## config.mk

```make
export PLATFORM = sky130hd
export DESIGN_NAME = sigmoid_lut_arbiter
export DESIGN_NICKNAME = d
export VERILOG_FILES = /design/src/rtl/sigmoid_pkg.sv /design/src/rtl/sigmoid_lut_arbiter_rsp_fifo.sv /design/src/rtl/sigmoid_lut_arbiter.sv
export SDC_FILE = /design/constraint.sdc
export NUM_CORES = 1
export LEC_CHECK = 0
export ABC_CLOCK_PERIOD_IN_PS = 4000
export BUFFER_PORTS_ARGS = -buffer_cell sky130_fd_sc_hd__buf_2
export CORE_ASPECT_RATIO = 2
export CORE_MARGIN = 4
export CORE_UTILIZATION = 28
export CTS_CLUSTER_DIAMETER = 60
export DETAILED_ROUTE_END_ITERATION = 7
export PLACE_DENSITY = 0.51
export SYNTH_ARGS = -nofsm -noshare
export SYNTH_HDL_FRONTEND = slang
export SYNTH_SLANG_ARGS = --single-unit
```

## constraint.sdc

```tcl
create_clock -name clk -period 4 [get_ports clk]
set_input_delay 0.6 -clock clk [delete_from_list [all_inputs] [get_ports clk]]
set_output_delay 0.6 -clock clk [all_outputs]
set_load 0.01 [all_outputs]
```

## src/rtl/sigmoid_pkg.sv

```systemverilog
// rtl/sigmoid_pkg.sv - pre-activation field layout and saturation constants for the sigmoid LUT arbiter
package sigmoid_pkg;

  localparam int Y_W      = 22;
  localparam int ADDR_W   = 9;
  localparam int SIGN_BIT = 21;
  localparam int OVF_HI   = 20;
  localparam int OVF_LO   = 14;
  localparam int ADDR_HI  = 13;
  localparam int ADDR_LO  = 5;

  // Saturated 1.0 is all ones at the activation width (widths up to 32)
  function automatic logic [31:0] SAT_HI(input int dw);
    logic [31:0] v;
    v = '0;
    for (int i = 0; i < 32; i++) begin
      if (i < dw) v[i] = 1'b1;
    end
    return v;
  endfunction

  function automatic logic [31:0] SAT_LO(input int dw);
    return (dw > 0) ? 32'd0 : 32'd0;
  endfunction

endpackage

```

## src/rtl/sigmoid_lut_arbiter_rsp_fifo.sv

```systemverilog
// rtl/sigmoid_lut_arbiter_rsp_fifo.sv - synchronous response FIFO exposing its occupancy count
module rsp_fifo #(
  parameter int W     = 18,
  parameter int DEPTH = 4,
  localparam int PW   = (DEPTH > 1) ? $clog2(DEPTH) : 1,
  localparam int CW   = $clog2(DEPTH + 1)
) (
  input  logic          clk,
  input  logic          rstn,
  input  logic          wr_en_i,
  input  logic [W-1:0]  wr_data_i,
  input  logic          rd_en_i,
  output logic [W-1:0]  rd_data_o,
  output logic          empty_o,
  output logic [CW-1:0] count_o
);

  logic [W-1:0]  mem_q [DEPTH];
  logic [PW-1:0] wr_ptr_q, rd_ptr_q;
  logic [CW-1:0] count_q;
  logic          do_rd, do_wr;

  function automatic logic [PW-1:0] ptr_inc(input logic [PW-1:0] p);
    return (p == PW'(DEPTH - 1)) ? '0 : p + PW'(1);
  endfunction

  // A write into a full FIFO is accepted when the head leaves in the same cycle
  assign do_rd = rd_en_i & (count_q != '0);
  assign do_wr = wr_en_i & ((count_q != CW'(DEPTH)) | do_rd);

  always_ff @(posedge clk) begin
    if (!rstn) begin
      wr_ptr_q <= '0;
      rd_ptr_q <= '0;
      count_q  <= '0;
    end else begin
      if (do_wr) wr_ptr_q <= ptr_inc(wr_ptr_q);
      if (do_rd) rd_ptr_q <= ptr_inc(rd_ptr_q);
      count_q <= count_q + CW'(do_wr) - CW'(do_rd);
    end
  end

  always_ff @(posedge clk) begin
    if (do_wr) mem_q[wr_ptr_q] <= wr_data_i;
  end

  assign rd_data_o = mem_q[rd_ptr_q];
  assign empty_o   = (count_q == '0);
  assign count_o   = count_q;

endmodule

```

## src/rtl/sigmoid_lut_arbiter.sv

```systemverilog
// rtl/sigmoid_lut_arbiter.sv - round-robin sharing of one sigmoid ROM with credit-limited in-order responses
module sigmoid_lut_arbiter
  import sigmoid_pkg::*;
#(
  parameter int N_REQ      = 4,
  parameter int DW         = 16,
  parameter int FIFO_DEPTH = 4,
  localparam int IW        = $clog2(N_REQ)
) (
  input  logic                 clk,
  input  logic                 rstn,
  input  logic [N_REQ-1:0]     req_valid,
  input  logic [N_REQ*Y_W-1:0] req_y,
  output logic [N_REQ-1:0]     req_ready,
  output logic                 rom_en,
  output logic [ADDR_W:0]      rom_addr,
  input  logic [DW-1:0]        rom_dout,
  output logic                 rsp_valid,
  output logic [IW-1:0]        rsp_id,
  output logic [DW-1:0]        rsp_data,
  input  logic                 rsp_ready
);

  localparam int CW = $clog2(FIFO_DEPTH + 1);
  localparam int OW = $clog2(FIFO_DEPTH + 3);

  logic [IW-1:0]     rr_q, rr_d, gnt_idx;
  logic              gnt_found, credit_ok, accept;
  logic [N_REQ-1:0]  gnt_onehot;
  logic [Y_W-1:0]    gnt_y;
  logic              dec_sign, dec_ovf;
  logic [ADDR_W-1:0] dec_addr;
  logic [CW-1:0]     fifo_count;
  logic [OW-1:0]     occ;

  logic              a_valid_q, a_sign_q, a_ovf_q;
  logic [IW-1:0]     a_id_q;
  logic [ADDR_W-1:0] a_addr_q;
  logic              b_valid_q, b_sign_q, b_ovf_q;
  logic [IW-1:0]     b_id_q;

  logic [DW-1:0]     push_data;
  logic [IW+DW-1:0]  fifo_head;
  logic              fifo_empty;

  // Every accepted request owns a FIFO slot from acceptance until it is popped
  assign occ       = OW'(a_valid_q) + OW'(b_valid_q) + OW'(fifo_count);
  assign credit_ok = (occ < OW'(FIFO_DEPTH));

  always_comb begin
    int idx;
    gnt_found = 1'b0;
    gnt_idx   = '0;
    idx       = 0;
    for (int k = 0; k < N_REQ; k++) begin
      idx = int'(rr_q) + k;
      if (idx >= N_REQ) idx = idx - N_REQ;
      if (!gnt_found && req_valid[idx]) begin
        gnt_found = 1'b1;
        gnt_idx   = IW'(idx);
      end
    end
  end

  assign accept = rstn & gnt_found & credit_ok;

  always_comb begin
    gnt_onehot = '0;
    if (accept) gnt_onehot[gnt_idx] = 1'b1;
  end
  assign req_ready = gnt_onehot;

  always_comb begin
    rr_d = rr_q;
    if (accept) rr_d = (gnt_idx == IW'(N_REQ - 1)) ? '0 : gnt_idx + IW'(1);
  end

  assign gnt_y    = req_y[int'(gnt_idx)*Y_W +: Y_W];
  assign dec_sign = gnt_y[SIGN_BIT];
  assign dec_addr = gnt_y[ADDR_HI:ADDR_LO];
  assign dec_ovf  = dec_sign ? (~&gnt_y[OVF_HI:OVF_LO] | ~|gnt_y[ADDR_HI:ADDR_LO])
                             : |gnt_y[OVF_HI:OVF_LO];

  always_ff @(posedge clk) begin
    if (!rstn) begin
      rr_q      <= '0;
      a_valid_q <= 1'b0;
      b_valid_q <= 1'b0;
    end else begin
      rr_q      <= rr_d;
      a_valid_q <= accept;
      b_valid_q <= a_valid_q;
    end
  end

  always_ff @(posedge clk) begin
    if (accept) begin
      a_id_q   <= gnt_idx;
      a_sign_q <= dec_sign;
      a_ovf_q  <= dec_ovf;
      a_addr_q <= dec_addr;
    end
    b_id_q   <= a_id_q;
    b_sign_q <= a_sign_q;
    b_ovf_q  <= a_ovf_q;
  end

  assign rom_en   = a_valid_q & ~a_ovf_q;
  assign rom_addr = rom_en ? {a_sign_q, a_addr_q} : '0;

  assign push_data = b_ovf_q ? (b_sign_q ? DW'(SAT_LO(DW)) : DW'(SAT_HI(DW))) : rom_dout;

  rsp_fifo #(
    .W     (IW + DW),
    .DEPTH (FIFO_DEPTH)
  ) u_rsp_fifo (
    .clk       (clk),
    .rstn      (rstn),
    .wr_en_i   (b_valid_q),
    .wr_data_i ({b_id_q, push_data}),
    .rd_en_i   (rsp_ready),
    .rd_data_o (fifo_head),
    .empty_o   (fifo_empty),
    .count_o   (fifo_count)
  );

  assign rsp_valid = ~fifo_empty;
  assign rsp_id    = rsp_valid ? fifo_head[IW+DW-1:DW] : '0;
  assign rsp_data  = rsp_valid ? fifo_head[DW-1:0] : '0;

endmodule

```

==> run_results.csv <==
group,metric,value,unit
status,run_status,"complete, no violations",
sta,period_share,83.3,%
synthesis,netlist_top_cells_count,"edfxtp_1 (85), and2_1 (42), a211oi_1 (29)",
sta,max_slew_margin,30.5,%
sta,drv_slew,0,
route,post_drt_wl_per_cell,16.6,um
synthesis,ys_warn_count,0,
clock_network,cts_tree,"done",
global_route,grt_usage,12.2,%
finish,fin_cells,714,
clock_network,h-tree-depth,3,
route,drt-vias-per-instance,4.79,
clock_network,cts_inserted_buffers,9,
global_route,grt-busiest-layer,"met2",
sta,timing.final.ws_setup,0.667,ns
route,firstDrtPassIters,4,
route,wirelength,11.9,mm
power,p_leak,2.42,nW
sta,rsz0062_at_grt,"no",
placed_design,dp.cells,698,
placed_design,dpl.hpwl,8.85,mm
synthesis,synthTopCellsByArea,"edfxtp_1 (52%), mux4_2 (8.3%), dfxtp_1 (6.9%)",
route,vias,3422,
synthesis,synth_cell_types,39,
worst_setup_path,arrival,2.73,ns
sta,hold_viol,0,
global_route,grt.met2_usage,23.2,%
global_route,grt_pass1_vias,3713,
clock_network,cts_buffer_depth,2,
clock_network,cts_root_buf,"clkbuf_16",
worst_setup_path,cp_num_buf_inv,3,
placed_design,io_buffers,124,
worst_setup_path,crit_family,"compound AO/OA/AOI/OAI gates",
power,power.density,571,mW/mm2
power,ir_worst_vdd,0.222,mV
finish,multi_input_area,0.00182,mm2
synthesis,synth_top_area_share,52.0,%
route,ant_nets,0,
global_route,overflow,0,
clock_network,post_cts_buffers,0,
floorplanning,io_pins,145,
sta,setup_viol,0,
worst_setup_path,crit_fanout,30,
synthesis,ys_seq_area_share,58.9,%
floorplanning,die_area,0.0199,mm2
finish,register_area,0.00289,mm2
route,drc,0,
synthesis,synthFlopType,"edfxtp_1",
synthesis,yosys.cell_count.top_type,"edfxtp_1",
global_route,grt_first_pass_wirelength,18.7,mm
floorplanning,fp.dieH,195,um
synthesis,netlist_instances,382,
finish,fin_util,34.9,%
global_route,antenna_found_initial,0,
finish,area_delta_synth_final,22.8,%
finish,fill_cells,1763,
finish,diodes,0,
sta,min_period,3.33,ns
sta,finalClockSkew,0.00821,ns
clock_network,cts-resized-gates,0,
floorplanning,die_x,102,um
placed_design,post-place-ws,0.653,ns
clock_network,postCtsHoldBufs,0,
global_route,met1_usage,12.2,%
route,dr.first_iter.drc_count,83,
floorplanning,rows,68,
clock_network,clock_sinks,102,
finish,final_layout_size_suffix_gt1_share,32.9,%
global_route,grt_util_met3,3.18,%
worst_setup_path,startpoint_type,"flop",
clock_network,path_clk_slew,0.07,ns
synthesis,syn_nets,506,
finish,nNetsFinal,623,
synthesis,synth.cell_area,0.00491,mm2
clock_network,clock_latency,0.34,ns
run,cap_violations,0,
sta,fmax,0.300,GHz
synthesis,yosysTopAreaCell,"edfxtp_1",
worst_setup_path,endpoint_kind,"primary output",
worst_setup_path,worstSetupPathType,"reg2out",
sta,worst_pin_slew,1.04,ns
floorplanning,core_area,0.0173,mm2
worst_setup_path,required,3.40,ns
synthesis,synthArstFlopShare,0,%
hold_path,hp-class,"reg2reg",
global_route,grt_max_degree,35,
power,power,3.44,mW
synthesis,synth_edf_count,85,
worst_setup_path,worstPathCellList,"nand2_2, a211oi_1, nor2_1, inv_1, buf_4, ha_1, and2_1, buf_2",
worst_setup_path,slowest_delay,0.74,ns
sta,tns,0,ns
synthesis,ys_ff_latch,102,
floorplanning,start_util,28.4,%
synthesis,syn_avg_cell_area,12.9,um2
placed_design,finalWeightedCongestion,0.866,
worst_setup_path,crit_slowest_cell,"a211oi_1",
-- cell usage in the layout, fill, tap and decap left out, types with 5 or more instances in the layout --
cell type and count:
edfxtp_1 85, and3_1 28, nor2_1 11, o22ai_1 7
inv_1 26, nand3_1 12, buf_2 124, o21ai_0 23
a211oi_1 28, ha_1 12, a21oi_1 6, nor2b_1 9
clkbuf_16 9, and2_1 42, dfxtp_1 17, mux4_2 18
buf_4 5
-- sequential cells by signal, indices dropped and copies added, names as in the netlist, named ones only --
signal / cells
u_rsp_fifo.rd_ptr_q: 2
b_ovf_q: 1
u_rsp_fifo.mem_q: 72
a_addr_q: 9
a_id_q: 2
b_id_q: 2
u_rsp_fifo.wr_ptr_q: 2
b_valid_q: 1
a_ovf_q: 1
rr_q: 2
u_rsp_fifo.count_o: 3
b_sign_q: 1
a_valid_q: 1
a_sign_q: 1
-- worst paths after layout --
check	end	startpoint	cells after the start	slack, ns
setup / recovery	req_ready[0]	rr_q[1]$_SDFFE_PN0P_	8	0.67
hold / removal	b_id_q[0]$_DFF_P_	a_id_q[0]$_DFFE_PP_	0	0.35
setup reg to reg	a_ovf_q$_DFFE_PP_	rr_q[1]$_SDFFE_PN0P_	9	0.92
hold reg to reg	b_id_q[0]$_DFF_P_	a_id_q[0]$_DFFE_PP_	0	0.35
-- report_power, final --
part / internal, mW / switching (mW) / total [mW]
Sequential: 1.37 / 0.0697 / 1.44
Combinational: 0.479 / 0.652 / 1.13
Clock: 0.490 / 0.381 / 0.871
-- metal layers --
layer	part of all wire (%)	up-vias
met5	0	-
met4	2.3	0
met3	6.0	14
met2	55	117
met1	37	1625
li1	-	1666
-- metrics by stage --
stage / hold WS, ns / area [um2]
after CTS: 0.354 / 6030
after global routing: 0.364 / 6030
after detailed placement: 0.337 / 5730
final: 0.349 / 6030
after global placement: 0.333 / 5730
after floorplan: 0.323 / 4910
-- layout make-up --
type                       instances  share of cell area, %
inverter                          27                   1.68
tap                              210                   4.36
clock inverter                     6                   1.14
sequential                       102                   48.0
multi-input combinational        230                   30.1
timing repair buffer             129                   10.9
clock buffer                      10                   3.80
-- cell families after synthesis --
| logic type | synth area share (%) |
|---|---|
| compound gates | 9.83 |
| fa+ha+maj | 3.46 |
| xor+xnor | 0.535 |
| mux | 8.87 |
| flops | 58.9 |
| buf+inv | 4.25 |
| simple gates | 14.1 |
(Power assumes the default switching activity.)
